File: config.mk
export PLATFORM = sky130hd
export DESIGN_NAME = icpu_graph_exec
export DESIGN_NICKNAME = d
export VERILOG_FILES = /design/src/rtl/icpu_pkg.sv /design/src/rtl/icpu_node_table.sv /design/src/rtl/icpu_graph_exec.sv
export SDC_FILE = /design/constraint.sdc
export NUM_CORES = 1
export LEC_CHECK = 0
export ABC_AREA = 1
export CORE_ASPECT_RATIO = 0.7
export CORE_MARGIN = 4
export CORE_UTILIZATION = 25
export DETAILED_ROUTE_END_ITERATION = 6
export GPL_ROUTABILITY_DRIVEN = 0
export HOLD_SLACK_MARGIN = 0.03
export PLACE_DENSITY = 0.36
export SLEW_MARGIN = 40
export SYNTH_ARGS = -nofsm -noshare
export SYNTH_HDL_FRONTEND = slang
export SYNTH_SLANG_ARGS = --single-unit
File: constraint.sdc
create_clock -name clk -period 2.3 [get_ports clk]
set_clock_uncertainty 0.1 [all_clocks]
set_input_delay 0.46 -clock clk [delete_from_list [all_inputs] [get_ports clk]]
set_output_delay 0.46 -clock clk [all_outputs]
set_load 0.1 [all_outputs]
File: src/rtl/icpu_pkg.sv
// Shared types and constants for the ICPU graph execution stage.
package icpu_pkg;

    localparam int unsigned NODES    = 16;
    localparam int unsigned NODE_W   = $clog2(NODES);
    localparam int unsigned MAX_HOPS = 16;
    localparam int unsigned HW       = $clog2(MAX_HOPS + 1);

    localparam logic [3:0] OP_NEW  = 4'b0001;
    localparam logic [3:0] OP_LINK = 4'b0010;
    localparam logic [3:0] OP_EVAL = 4'b0101;

    typedef logic [NODE_W-1:0] node_idx_t;

    typedef enum logic [1:0] {
        RspOk       = 2'd0,
        RspNop      = 2'd1,
        RspErrDead  = 2'd2,
        RspErrCycle = 2'd3
    } status_e;

    typedef enum logic [1:0] {
        StIdle,
        StWalk,
        StResp
    } state_e;

endpackage

File: src/rtl/icpu_node_table.sv
// Node table: alive/has_link/link per node, one write port, three async read ports.
module icpu_node_table
    import icpu_pkg::*;
(
    input  logic      clk,
    input  logic      rst_n,
    input  logic      new_en_i,
    input  logic      link_en_i,
    input  node_idx_t wr_idx_i,
    input  node_idx_t wr_link_i,
    input  node_idx_t dest_idx_i,
    input  node_idx_t src1_idx_i,
    input  node_idx_t cur_idx_i,
    output logic      dest_alive_o,
    output logic      src1_alive_o,
    output logic      cur_has_link_o,
    output node_idx_t cur_link_o
);

    logic [NODES-1:0]      alive_q, alive_d;
    logic [NODES-1:0]      has_link_q, has_link_d;
    node_idx_t [NODES-1:0] link_q, link_d;

    // NEW clears the outgoing link only; links pointing into the node survive.
    always_comb begin
        alive_d    = alive_q;
        has_link_d = has_link_q;
        link_d     = link_q;
        if (new_en_i) begin
            alive_d[wr_idx_i]    = 1'b1;
            has_link_d[wr_idx_i] = 1'b0;
        end else if (link_en_i) begin
            has_link_d[wr_idx_i] = 1'b1;
            link_d[wr_idx_i]     = wr_link_i;
        end
    end

    always_ff @(posedge clk or negedge rst_n) begin
        if (!rst_n) begin
            alive_q    <= '0;
            has_link_q <= '0;
            link_q     <= '0;
        end else begin
            alive_q    <= alive_d;
            has_link_q <= has_link_d;
            link_q     <= link_d;
        end
    end

    assign dest_alive_o   = alive_q[dest_idx_i];
    assign src1_alive_o   = alive_q[src1_idx_i];
    assign cur_has_link_o = has_link_q[cur_idx_i];
    assign cur_link_o     = link_q[cur_idx_i];

endmodule

File: src/rtl/icpu_graph_exec.sv
// ICPU execution stage: runs NEW/LINK/EVAL against the node table, one response per instruction.
module icpu_graph_exec
    import icpu_pkg::*;
(
    input  logic          clk,
    input  logic          rst_n,
    input  logic          in_valid,
    output logic          in_ready,
    input  logic [3:0]    opcode,
    input  logic [3:0]    dest,
    input  logic [3:0]    src1,
    input  logic [3:0]    src2,
    output logic          rsp_valid,
    input  logic          rsp_ready,
    output logic [1:0]    rsp_status,
    output logic [3:0]    rsp_node,
    output logic [HW-1:0] rsp_hops
);

    state_e         state_q, state_d;
    node_idx_t      cur_q, cur_d;
    logic [HW-1:0]  hops_q, hops_d;
    status_e        status_q, status_d;
    node_idx_t      node_q, node_d;
    logic [HW-1:0]  rhops_q, rhops_d;

    logic      new_en, link_en;
    logic      dest_alive, src1_alive, cur_has_link;
    node_idx_t cur_link;
    logic      unused_src2;

    assign unused_src2 = ^src2;

    icpu_node_table u_table (
        .clk            (clk),
        .rst_n          (rst_n),
        .new_en_i       (new_en),
        .link_en_i      (link_en),
        .wr_idx_i       (dest),
        .wr_link_i      (src1),
        .dest_idx_i     (dest),
        .src1_idx_i     (src1),
        .cur_idx_i      (cur_q),
        .dest_alive_o   (dest_alive),
        .src1_alive_o   (src1_alive),
        .cur_has_link_o (cur_has_link),
        .cur_link_o     (cur_link)
    );

    always_comb begin
        state_d  = state_q;
        cur_d    = cur_q;
        hops_d   = hops_q;
        status_d = status_q;
        node_d   = node_q;
        rhops_d  = rhops_q;
        new_en   = 1'b0;
        link_en  = 1'b0;
        unique case (state_q)
            StIdle: begin
                if (in_valid) begin
                    node_d  = dest;
                    rhops_d = '0;
                    state_d = StResp;
                    case (opcode)
                        OP_NEW: begin
                            new_en   = 1'b1;
                            status_d = RspOk;
                        end
                        OP_LINK: begin
                            if (dest_alive && src1_alive) begin
                                link_en  = 1'b1;
                                status_d = RspOk;
                            end else begin
                                status_d = RspErrDead;
                            end
                        end
                        OP_EVAL: begin
                            if (!dest_alive) begin
                                status_d = RspErrDead;
                            end else begin
                                cur_d   = dest;
                                hops_d  = '0;
                                state_d = StWalk;
                            end
                        end
                        default: status_d = RspNop;
                    endcase
                end
            end
            StWalk: begin
                // One table read per cycle; the hop limit is checked before following a link.
                if (!cur_has_link) begin
                    status_d = RspOk;
                    node_d   = cur_q;
                    rhops_d  = hops_q;
                    state_d  = StResp;
                end else if (hops_q == HW'(MAX_HOPS)) begin
                    status_d = RspErrCycle;
                    node_d   = cur_q;
                    rhops_d  = hops_q;
                    state_d  = StResp;
                end else begin
                    cur_d  = cur_link;
                    hops_d = hops_q + HW'(1);
                end
            end
            StResp: begin
                if (rsp_ready) begin
                    state_d = StIdle;
                end
            end
            default: state_d = StIdle;
        endcase
    end

    always_ff @(posedge clk or negedge rst_n) begin
        if (!rst_n) begin
            state_q  <= StIdle;
            cur_q    <= '0;
            hops_q   <= '0;
            status_q <= RspOk;
            node_q   <= '0;
            rhops_q  <= '0;
        end else begin
            state_q  <= state_d;
            cur_q    <= cur_d;
            hops_q   <= hops_d;
            status_q <= status_d;
            node_q   <= node_d;
            rhops_q  <= rhops_d;
        end
    end

    assign in_ready   = (state_q == StIdle);
    assign rsp_valid  = (state_q == StResp);
    assign rsp_status = status_q;
    assign rsp_node   = node_q;
    assign rsp_hops   = rhops_q;

endmodule

# Yosys cells after proc, flatten, opt, wreduce, memory -nomap -nowiden
# Index checks and enable logic that the tools add are counted.
classes:
  eq_ne: 14
  n_bitwise: 5
  n_mux: 56
  addsub: 1
  n_reduce_logical: 10
  magnitude_cmp: 4
op_table:
  columns: ["op", "count"]
  rows:
  - ["bitwise mux 64 bit", 1]
  - ["two-way mux 4 bit", 10]
  - ["two-way mux 5 bit", 8]
  - ["two-way mux 16 bit", 2]
  - ["OR 16 bit", 2]
  - ["two-way mux 2 bit", 11]
  - ["case mux 5 bit (2 select lines)", 2]
  - ["AND 16 bit", 1]
  - ["binary-select mux 4 bit (select 4 bit)", 1]
  - ["demux 4 bit (select 4 bit)", 1]
  - ["NOT 16 bit", 1]
  - ["case mux 4 bit (2 select lines)", 2]
  - ["less-than comparator 4 x 5 -> 1 bit (second input constant)", 3]
  - ["binary-select mux 1 bit (select 4 bit)", 3]
  - ["case mux 2 bit (3 select lines)", 2]
  - ["two-way mux 1 bit", 11]
  - ["inequality test 2 x 1 -> 1 bit (second input constant)", 3]
  - ["inequality test 2 bit (second input constant)", 3]
  - ["inequality test 3 bit (second input constant)", 2]
  - ["AND reduction 3 bit", 2]
  - ["AND reduction 6 bit", 1]
  - ["adder 5 x 1 -> 5 bit (second input constant)", 1]
  - ["== test 5 bit (second input constant)", 1]
  - ["demux 1 bit (select 4 bit)", 1]
  - ["13 further kinds", 15]
word_totals:
  ff_bits: 118
  output_inout_bits: 13
  in_bits: 20
  elab_cells: 114

# Longest topological paths before layout
# Gate-level depths: netlist of run 1.
depth:
  word_depth: 9
  mapped_depth: 16
  ltp_nobuf: 16

# Cells and area by module
# Synthesis of run 1 repeated with hierarchy kept, for this count alone.
unflattened:
  cells_unflattened: 838
  hier_area_um2: 6198.4
modules_own_cells:
  columns: ["module", "area_each_um2", "seq_area_each_um2", "instances", "cells_each"]
  rows:
  - ["icpu_node_table", 4959.8, 2402.3, 1, 666]
  - ["icpu_graph_exec", 1238.7, 550.5, 1, 172]

# Worst setup path before layout of run 1
# Ideal clock, no wire load.
synth_path:
  kind: "flip-flop to flip-flop"
  startpoint: "register state_q[0]"
  endpoint: "register with a tool-made name"
  arrival_time_ns: 2.825
  path_slack_ns: -0.746
  setup_time_ns: 0.121
  t_required_ns: 2.079
  path_stages_with_launch: 10
  path_buffers: 1
  synth_period_minus_slack_ns: 3.046
  path_cell_list: "dfrtp_1 -> nor2_1 -> inv_1 -> nor2_1 -> inv_1 -> nor2_1 -> buf_4 -> nand2_1 -> nand2_1 -> o21ai_2"
synth_rtl:
  columns: ["item", "line", "source"]
  rows:
  - ["start, declared", "icpu_graph_exec.sv:20", "state_e state_q, state_d;"]
  - ["start signal, assigned", "icpu_graph_exec.sv:119", "state_q <= StIdle;"]
  - ["start signal, assigned", "icpu_graph_exec.sv:126", "state_q <= state_d;"]

# Worst setup path after layout of run 1
layout_path:
  startpoint: "input dest[2]"
  endpoint: "register u_table.link_q[47] (netlist name)"
layout_via:
  elab_chain_cells: 8
layout_rtl:
  columns: ["item", "line", "source"]
  rows:
  - ["start, declared", "icpu_graph_exec.sv:10", "input logic [3:0] dest,"]
  - ["binary-select mux 1 bit (select 4 bit)", "icpu_node_table.sv:50", "assign dest_alive_o = alive_q[dest_idx_i];"]
  - ["two-way mux 1 bit (not written as such)", "icpu_node_table.sv:50", null]
  - ["logical AND 1 bit", "icpu_graph_exec.sv:71", "if (dest_alive && src1_alive) begin"]
  - ["two-way mux 1 bit", "icpu_graph_exec.sv:71", null]
  - ["two-way mux 1 bit", "icpu_graph_exec.sv:65", "case (opcode)"]
  - ["two-way mux 1 bit", "icpu_graph_exec.sv:61", "if (in_valid) begin"]
  - ["two-way mux 1 bit", "icpu_graph_exec.sv:59", "unique case (state_q)"]
  - ["AND reduction 2 bit (no source line)", null, null]
  - ["end signal, assigned", "icpu_node_table.sv:46", "link_q <= link_d;"]
  - ["end, declared", "icpu_node_table.sv:22", "node_idx_t [NODES-1:0] link_q, link_d;"]
# Several ways; a longest one is shown, not always the timed one. The select of a mux whose other input is x is not followed.
# A chain may end at the register's enable or synchronous reset.

==> metrics.yaml, run 1 <==
hp-start: "u_table.link_q[2]$_DFFE_PN0P_"
fp.dieH_microns: 140
total_power_mw: 8.00
cts-root-buf: "clkbuf_16"
grt_pass1_vias: 5607
synth_nets: 844
reg2reg_depth: 11
grt_usage_pct: 15.1
dr.pass1.iters: 5
start_util_pct: 25.8
critPathSlowestCell: "clkdlybuf4s50_1"
hold_violations: 0
crit_type: "in -> reg"
synth.top_cell.area_share_pct: 47.8
coreArea_sq_mm: 0.0240
critPathCaptureType: "flip-flop"
slowest_delay_ns: 0.57
synth_top_area_cell: "dfrtp_1"
min_path_type: "reg -> reg"
die_w_microns: 196
final_nets: 945
post-route-min-period_ns: 2.11
fillers: 2563
fin_area_sq_mm: 0.00811
antenna_found_initial: 1
place_hpwl_mm: 14.8
grt_pass1_wl_mm: 32.1
cts_max_level: 4
area_delta_synth_final_pct: 31.3
status: "complete, no violations"
portBuffers: 28
final_cell_count_no_fill: 1254
gr-total-overflow: 0
grt_max_degree: 53
clock_path_buffers: 2
design.die.area_sq_mm: 0.0273
synth_area_sq_mm: 0.00618
p_per_area_mw_per_mm2: 987
synthTopCellsByArea: "dfrtp_1 (48%), nand2_1 (16%), o21ai_0 (8.3%)"
setup_tns_ns: 0
relSlewSlack_pct: 70.7
clock-sinks: 118
critical_path.startpoint: "dest[2]"
num_rows: 47
synthesis.instances: 822
postRouteAntennaNets: 0
power_leakage_nw: 4.00
insertion_delay_ns: 0.43
ys_seq_elements: 118
drt-total-wl_mm: 20.6
drive_gt1_share_pct: 18.6
r2r-end: "cur_q[3]$_DFFE_PN0P_"
irDropWorstVdd_mv: 0.923
yosys_warnings: 0
fin_crit_sh_pct: 91.9
placed_cells: 1206
cp_data_arrival_time_ns: 2.33
r2r-start: "cur_q[0]$_DFFE_PN0P_"
setup-violations-final: 0
clkTransAtPathRegs_ns: 0.06
cap_violations: 0
path_depth: 12
tightest_slew_ns: 0.439
routedWlPerCell_microns: 16.4
startpoint_type: "input pin"
vias_per_cell: 4.49
path_max_fanout: 14
grt_setup_unrepaired: "false"
synth_cell_types: 29
syn_avg_cell_area_sq_um: 7.52
diodes: 0
r2r_slack_ns: 0.21
drcViolationCount: 0
cts_tree: "built"
ios: 33
critical_path_buf_inv_count: 5
drtIter0Drc: 300
ys_seq_area_share_pct: 47.8
timing.hold.ws_ns: 0.370
endpoint: "u_table.link_q[47]$_DFFE_PN0P_"
max_freq_mhz: 473
slew_viol_final: 0
crit_family: "buffers and inverters"
cts_buffers: 17
via_count: 5627
cp_common_cell: "nand2_1"
crit_chain: "clkdlybuf4s50_1, inv_1, nor2_1, nand2_1, nand2_1, inv_2, nand2_4, nand4_4, buf_12, clkbuf_16, o21ai_0, nand2_1"
cp.required_ns: 2.52
dpl_cell_area_sq_mm: 0.00725
==> Yosys cell counts <==
cell type / number
o21ai_2: 8
nor2_1: 50
xnor2_1: 1
nor3_1: 1
inv_1: 101
ha_1: 2
o21ai_0: 103
or2_2: 1
nor3b_1: 1
inv_2: 5
buf_2: 8
a21oi_1: 28
nand4_1: 2
nand4_4: 1
o211ai_1: 12
nand3b_1: 2
nor2_8: 1
o21ai_1: 3
nand2_2: 3
nor2_2: 4
nand3_1: 62
dfrtp_1: 118
buf_6: 5
nand2_4: 1
nand2_1: 266
nand3_2: 1
nor2_4: 10
clkbuf_1: 16
buf_4: 6
==> area by class of cell <==
type	count	area (sq um)	share of cell area (%)
clock buffer	17	425	5.24
timing repair buffer	117	1060	13.1
inverter	106	402	4.95
multi-input combinational	563	2640	32.6
clock inverter	15	229	2.82
tap	318	398	4.90
sequential	118	2950	36.4
==> what timing repair did <==
item,CTS,global route
pin swaps,0,3
gates resized for setup,1,5
buffers inserted,0,12
hold buffers,1,0
endpoints found under the setup margin,4,37
endpoints found under the hold margin,21,0
gates cloned,0,3
==> cells by family after synthesis <==
logic type                 after synthesis  share of synthesized area, %
xor gates and xnor gates                 1                         0.142
and+or+nand+nor                        406                          28.5
buffers and inverters                  141                          9.70
adders and majority gates                2                         0.405
AOI/OAI and AO/OA                      154                          13.4
DFF                                    118                          47.8
==> worst register-to-register path, stage by stage (launching register included) <==
cell and delay, ns:
dfrtp_2 0.45, inv_2 0.19, buf_4 0.21, o21ai_0 0.13, nand3_1 0.10, nand3_1 0.08, nand2_2 0.13, nand3_2 0.15
nand2_4 0.19, buf_4 0.15, o21ai_0 0.07, o21ai_1 0.08
==> worst min-delay path by stage <==
stage                                           endpoint  slack [ns]  depth (start not counted)
final                      u_table.link_q[2]$_DFFE_PN0P_        0.37                          2
after global routing       u_table.link_q[2]$_DFFE_PN0P_        0.39                          2
after CTS                  u_table.link_q[1]$_DFFE_PN0P_        0.37                          2
after detailed placement  u_table.link_q[54]$_DFFE_PN0P_        0.32                          1
after global placement    u_table.link_q[54]$_DFFE_PN0P_        0.32                          1
after floorplan               asynchronous set/reset pin        0.06                          0
==> metrics by stage <==
stage / worst slack [ns] / util [%]
CTS: 0.0200 / 33.0
finish: 0.187 / 33.8
global route: 0.0115 / 33.8
global placement: -0.322 / 30.2
detailed placement: -0.377 / 30.2
floorplan: -0.00373 / -
==> metal layers <==
layer / routed length [microns] / GRT usage [%] / up-vias
met5: 13 / 0 / -
met2: 8590 / 21.5 / 105
met3: 780 / 3.24 / 21
met1: 11000 / 23.3 / 2697
met4: 216 / 3.67 / 2
li1: - / - / 2802
==> layout by cell type (no fill, tap or decap), drive strengths merged <==
cell type        n
or2              1
nand4            3
a21oi           28
nand3b           2
ha               2
clkbuf          20
dlymetal6s2s     2
nand2          270
o21ai          114
clkinvlp         5
inv            106
nor2            65
bufinv           5
buf             99
dlygate4sd3      1
clkdlybuf4s50   12
xnor2            1
dfrtp          118
nor3b            1
o211ai          12
nand3           63
clkinv           5
nor3             1
==> report_power, final <==
group          internal (mW)  total (mW)  leakage [nW]  switching [mW]
clock network           1.93        3.00         0.306            1.08
logic                  0.833        2.63          2.32            1.79
registers               2.23        2.38          1.37           0.149
Note: power is estimated with default switching activity, not from simulation.
==> run 2, diff against run 1 <==
==> constraint.sdc (replaced) <==
create_clock -name clk -period 2.3 [get_ports clk]
set_clock_uncertainty 0.1 [all_clocks]
set_input_delay 0.46 -clock clk [delete_from_list [all_inputs] [get_ports clk]]
set_output_delay 0.46 -clock clk [all_outputs]
set_load 0.005 [all_outputs]
==> run 2 against run 1 <==
Compared with the run above:
- via count shrank 2.3%
- core utilization is 0.77 points lower
- sequential cell count unchanged
- critical endpoint is now u_table.link_q[10]$_DFFE_PN0P_
- critical path depth rose by 1
- sequential share of layout area rose by 0.87 points
- critical path type unchanged
- worst hold slack got worse by 0.0024 ns
- register-to-register slack better by 0.02 ns
- die area stayed put
- power down 14%
- final cell count shrank 0.88%
- worst setup slack lost 0.041 ns
==> metrics.yaml, run 2 (synthesis gave the netlist of run 1 again) <==
timing.hold.ws_ns: 0.368  # was 0.370 ns
hold_end: "u_table.link_q[0]$_DFFE_PN0P_"  # was u_table.link_q[2]$_DFFE_PN0P_
slowest_delay_ns: 0.44  # was 0.57 ns
r2r-end: "hops_q[3]$_DFFE_PN0P_"  # was cur_q[3]$_DFFE_PN0P_
drive_gt1_share_pct: 16.1  # was 18.6%
clkTransAtPathRegs_ns: 0.05  # was 0.06 ns
drt-total-wl_mm: 19.9  # was 20.6 mm
start_util_pct: 25.8  # unchanged
slew_viol_final: 0  # unchanged
portBuffers: 28  # unchanged
min_path_cells: 2  # unchanged
setup-violations-final: 0  # unchanged
diodes: 0  # unchanged
final_nets: 939  # was 945
critPathCaptureType: "flip-flop"  # unchanged
startpoint_type: "input pin"  # unchanged
final_util_pct: 33.0  # was 33.8%
clock-sinks: 118  # unchanged
cts_max_level: 4  # unchanged
grt_max_degree: 36  # was 53
gr-total-overflow: 0  # unchanged
max_freq_mhz: 464  # was 473 MHz
antenna_found_initial: 2  # was 1
r2r-start: "cur_q[0]$_DFFE_PN0P_"  # unchanged
path_max_fanout: 17  # was 14
clock_path_buffers: 2  # unchanged
ios: 33  # unchanged
fillers: 2569  # was 2,563
drtIter0Drc: 278  # was 300
irDropWorstVdd_mv: 0.512  # was 0.923 mV
p_per_area_mw_per_mm2: 871  # was 987 mW/mm^2
fin_crit_sh_pct: 93.7  # was 91.9%
coreArea_sq_mm: 0.0240  # unchanged
grt_pass1_vias: 5496  # was 5,607
die_w_microns: 196  # unchanged
power_leakage_nw: 3.88  # was 4.00 nW
final_cell_mix: "nand2_1 (264), dfrtp_1 (116), o21ai_0 (103)"  # was nand2_1 (264), dfrtp_1 (117), o21ai_0 (103)
cap_violations: 0  # unchanged
cts-root-buf: "clkbuf_16"  # unchanged
setup_tns_ns: 0  # unchanged
hp-start: "u_table.link_q[0]$_DFFE_PN0P_"  # was u_table.link_q[2]$_DFFE_PN0P_
drcViolationCount: 0  # unchanged
grt_pass1_wl_mm: 31.1  # was 32.1 mm
cp_data_arrival_time_ns: 2.37  # was 2.33 ns
via_count: 5500  # was 5,627
cp.required_ns: 2.51  # was 2.52 ns
grt_usage_pct: 14.7  # was 15.1%
postRouteAntennaNets: 0  # unchanged
tightest_slew_ns: 0.514  # was 0.439 ns
relSlewSlack_pct: 65.7  # was 70.7%
area_delta_synth_final_pct: 28.3  # was 31.3%
fp.dieH_microns: 140  # unchanged
final_common_cell: "nand2_1"  # unchanged
total_power_mw: 6.90  # was 8.00 mW
cts_tree: "built"  # unchanged
grt_setup_unrepaired: "false"  # unchanged
crit_chain: "clkdlybuf4s50_1, buf_4, nand2_1, nand3_1, nand3_1, nand3_1, nand2_2, nand4_4, buf_12, nor2_8, inv_1, nand2_1, nand2_1"  # was clkdlybuf4s50_1, inv_1, nor2_1, nand2_1, nand2_1, inv_2, nand2_4, nand4_4, buf_12, clkbuf_16, o21ai_0, nand2_1
crit_type: "in -> reg"  # unchanged
cts_buffers: 17  # unchanged
critPathSlowestCell: "clkdlybuf4s50_1"  # unchanged
hold_violations: 0  # unchanged
dr.pass1.iters: 5  # unchanged
insertion_delay_ns: 0.42  # was 0.43 ns
post-route-min-period_ns: 2.15  # was 2.11 ns
design.die.area_sq_mm: 0.0273  # unchanged
routedWlPerCell_microns: 16.0  # was 16.4 microns
place_hpwl_mm: 14.4  # was 14.8 mm
status: "complete, no violations"  # unchanged
critical_path.startpoint: "src1[0]"  # was dest[2]
reg2reg_depth: 11  # unchanged
vias_per_cell: 4.42  # was 4.49
num_rows: 47  # unchanged
r2r_slack_ns: 0.23  # was 0.21 ns
min_path_type: "reg -> reg"  # unchanged
## run 2: changes by cell type in the layout (fill, tap and decap cells not counted), sizes merged
cell and change:
clkbuf +5, buf -19, bufinv -4, clkdlybuf4s50 +13
inv -1, clkinv -3, clkinvlp -2
## run 2: routing by layer
| metal | up-vias | GRT usage (%) | wire [microns] | share of wire [%] |
|---|---|---|---|---|
| li1 | 2779 | - | - | - |
| met1 | 2602 | 22.1 | 10500 | 53 |
| met2 | 88 | 21.2 | 8310 | 42 |
| met3 | 27 | 3.21 | 767 | 3.9 |
| met4 | 4 | 4.00 | 264 | 1.3 |
| met5 | - | 0 | 21 | 0.11 |
## run 2: worst max-delay path: cells and delay by family
kind / cells / cell delay, ns
buffers and inverters: 4 / 0.98
and+or+nand+nor: 9 / 0.91
## run 2: metrics by stage
step | cells | setup WS [ns] | cell area (sq um)
after floorplan | 822 | 0.417 | 6180
after detailed placement | 1210 | -0.283 | 7280
after global routing | 1243 | 0.00265 | 7930
after global placement | 1210 | -0.277 | 7280
after CTS | 1238 | 0.0107 | 7840
final | 1243 | 0.146 | 7930
## run 2: repair_timing
action / CTS / global route
pin swaps: 0 / 1
setup buffers: 0 / 2
hold buffers: 1 / 0
gates resized for setup: 1 / 6
cloned: 0 / 3
hold endpoints to repair: 29 / 0
setup endpoints to repair: 2 / 11
## run 2: how the worst max path moves through the flow
stage                                           endpoint  slack (ns)  depth (start not counted)
after floorplan           u_table.link_q[10]$_DFFE_PN0P_        0.42                         13
after global placement    u_table.link_q[62]$_DFFE_PN0P_       -0.28                         13
after detailed placement  u_table.link_q[62]$_DFFE_PN0P_       -0.28                         13
after CTS                          hops_q[0]$_DFFE_PN0P_        0.01                         11
after global routing      u_table.link_q[61]$_DFFE_PN0P_       0.003                         13
final                     u_table.link_q[10]$_DFFE_PN0P_        0.15                         13
## run 2: area by class of cell
cell class | count | area, sq um | area share, %
Sequential cell | 118 | 2960 | 37.3
Timing Repair Buffer | 110 | 986 | 12.4
Multi-Input combinational cell | 563 | 2640 | 33.3
Inverter | 106 | 402 | 5.07
Clock buffer | 23 | 498 | 6.28
Timing Repair inverter | 1 | 5.00 | 0.0631
Clock inverter | 4 | 47.5 | 0.600
Tap cell | 318 | 398 | 5.02
## run 2: report_power, final
group / total (mW) / switching, mW / internal, mW
Sequential: 2.38 / 0.148 / 2.23
Combinational: 2.00 / 1.26 / 0.740
Clock: 2.52 / 0.931 / 1.59
Total: 6.90 / 2.34 / 4.56
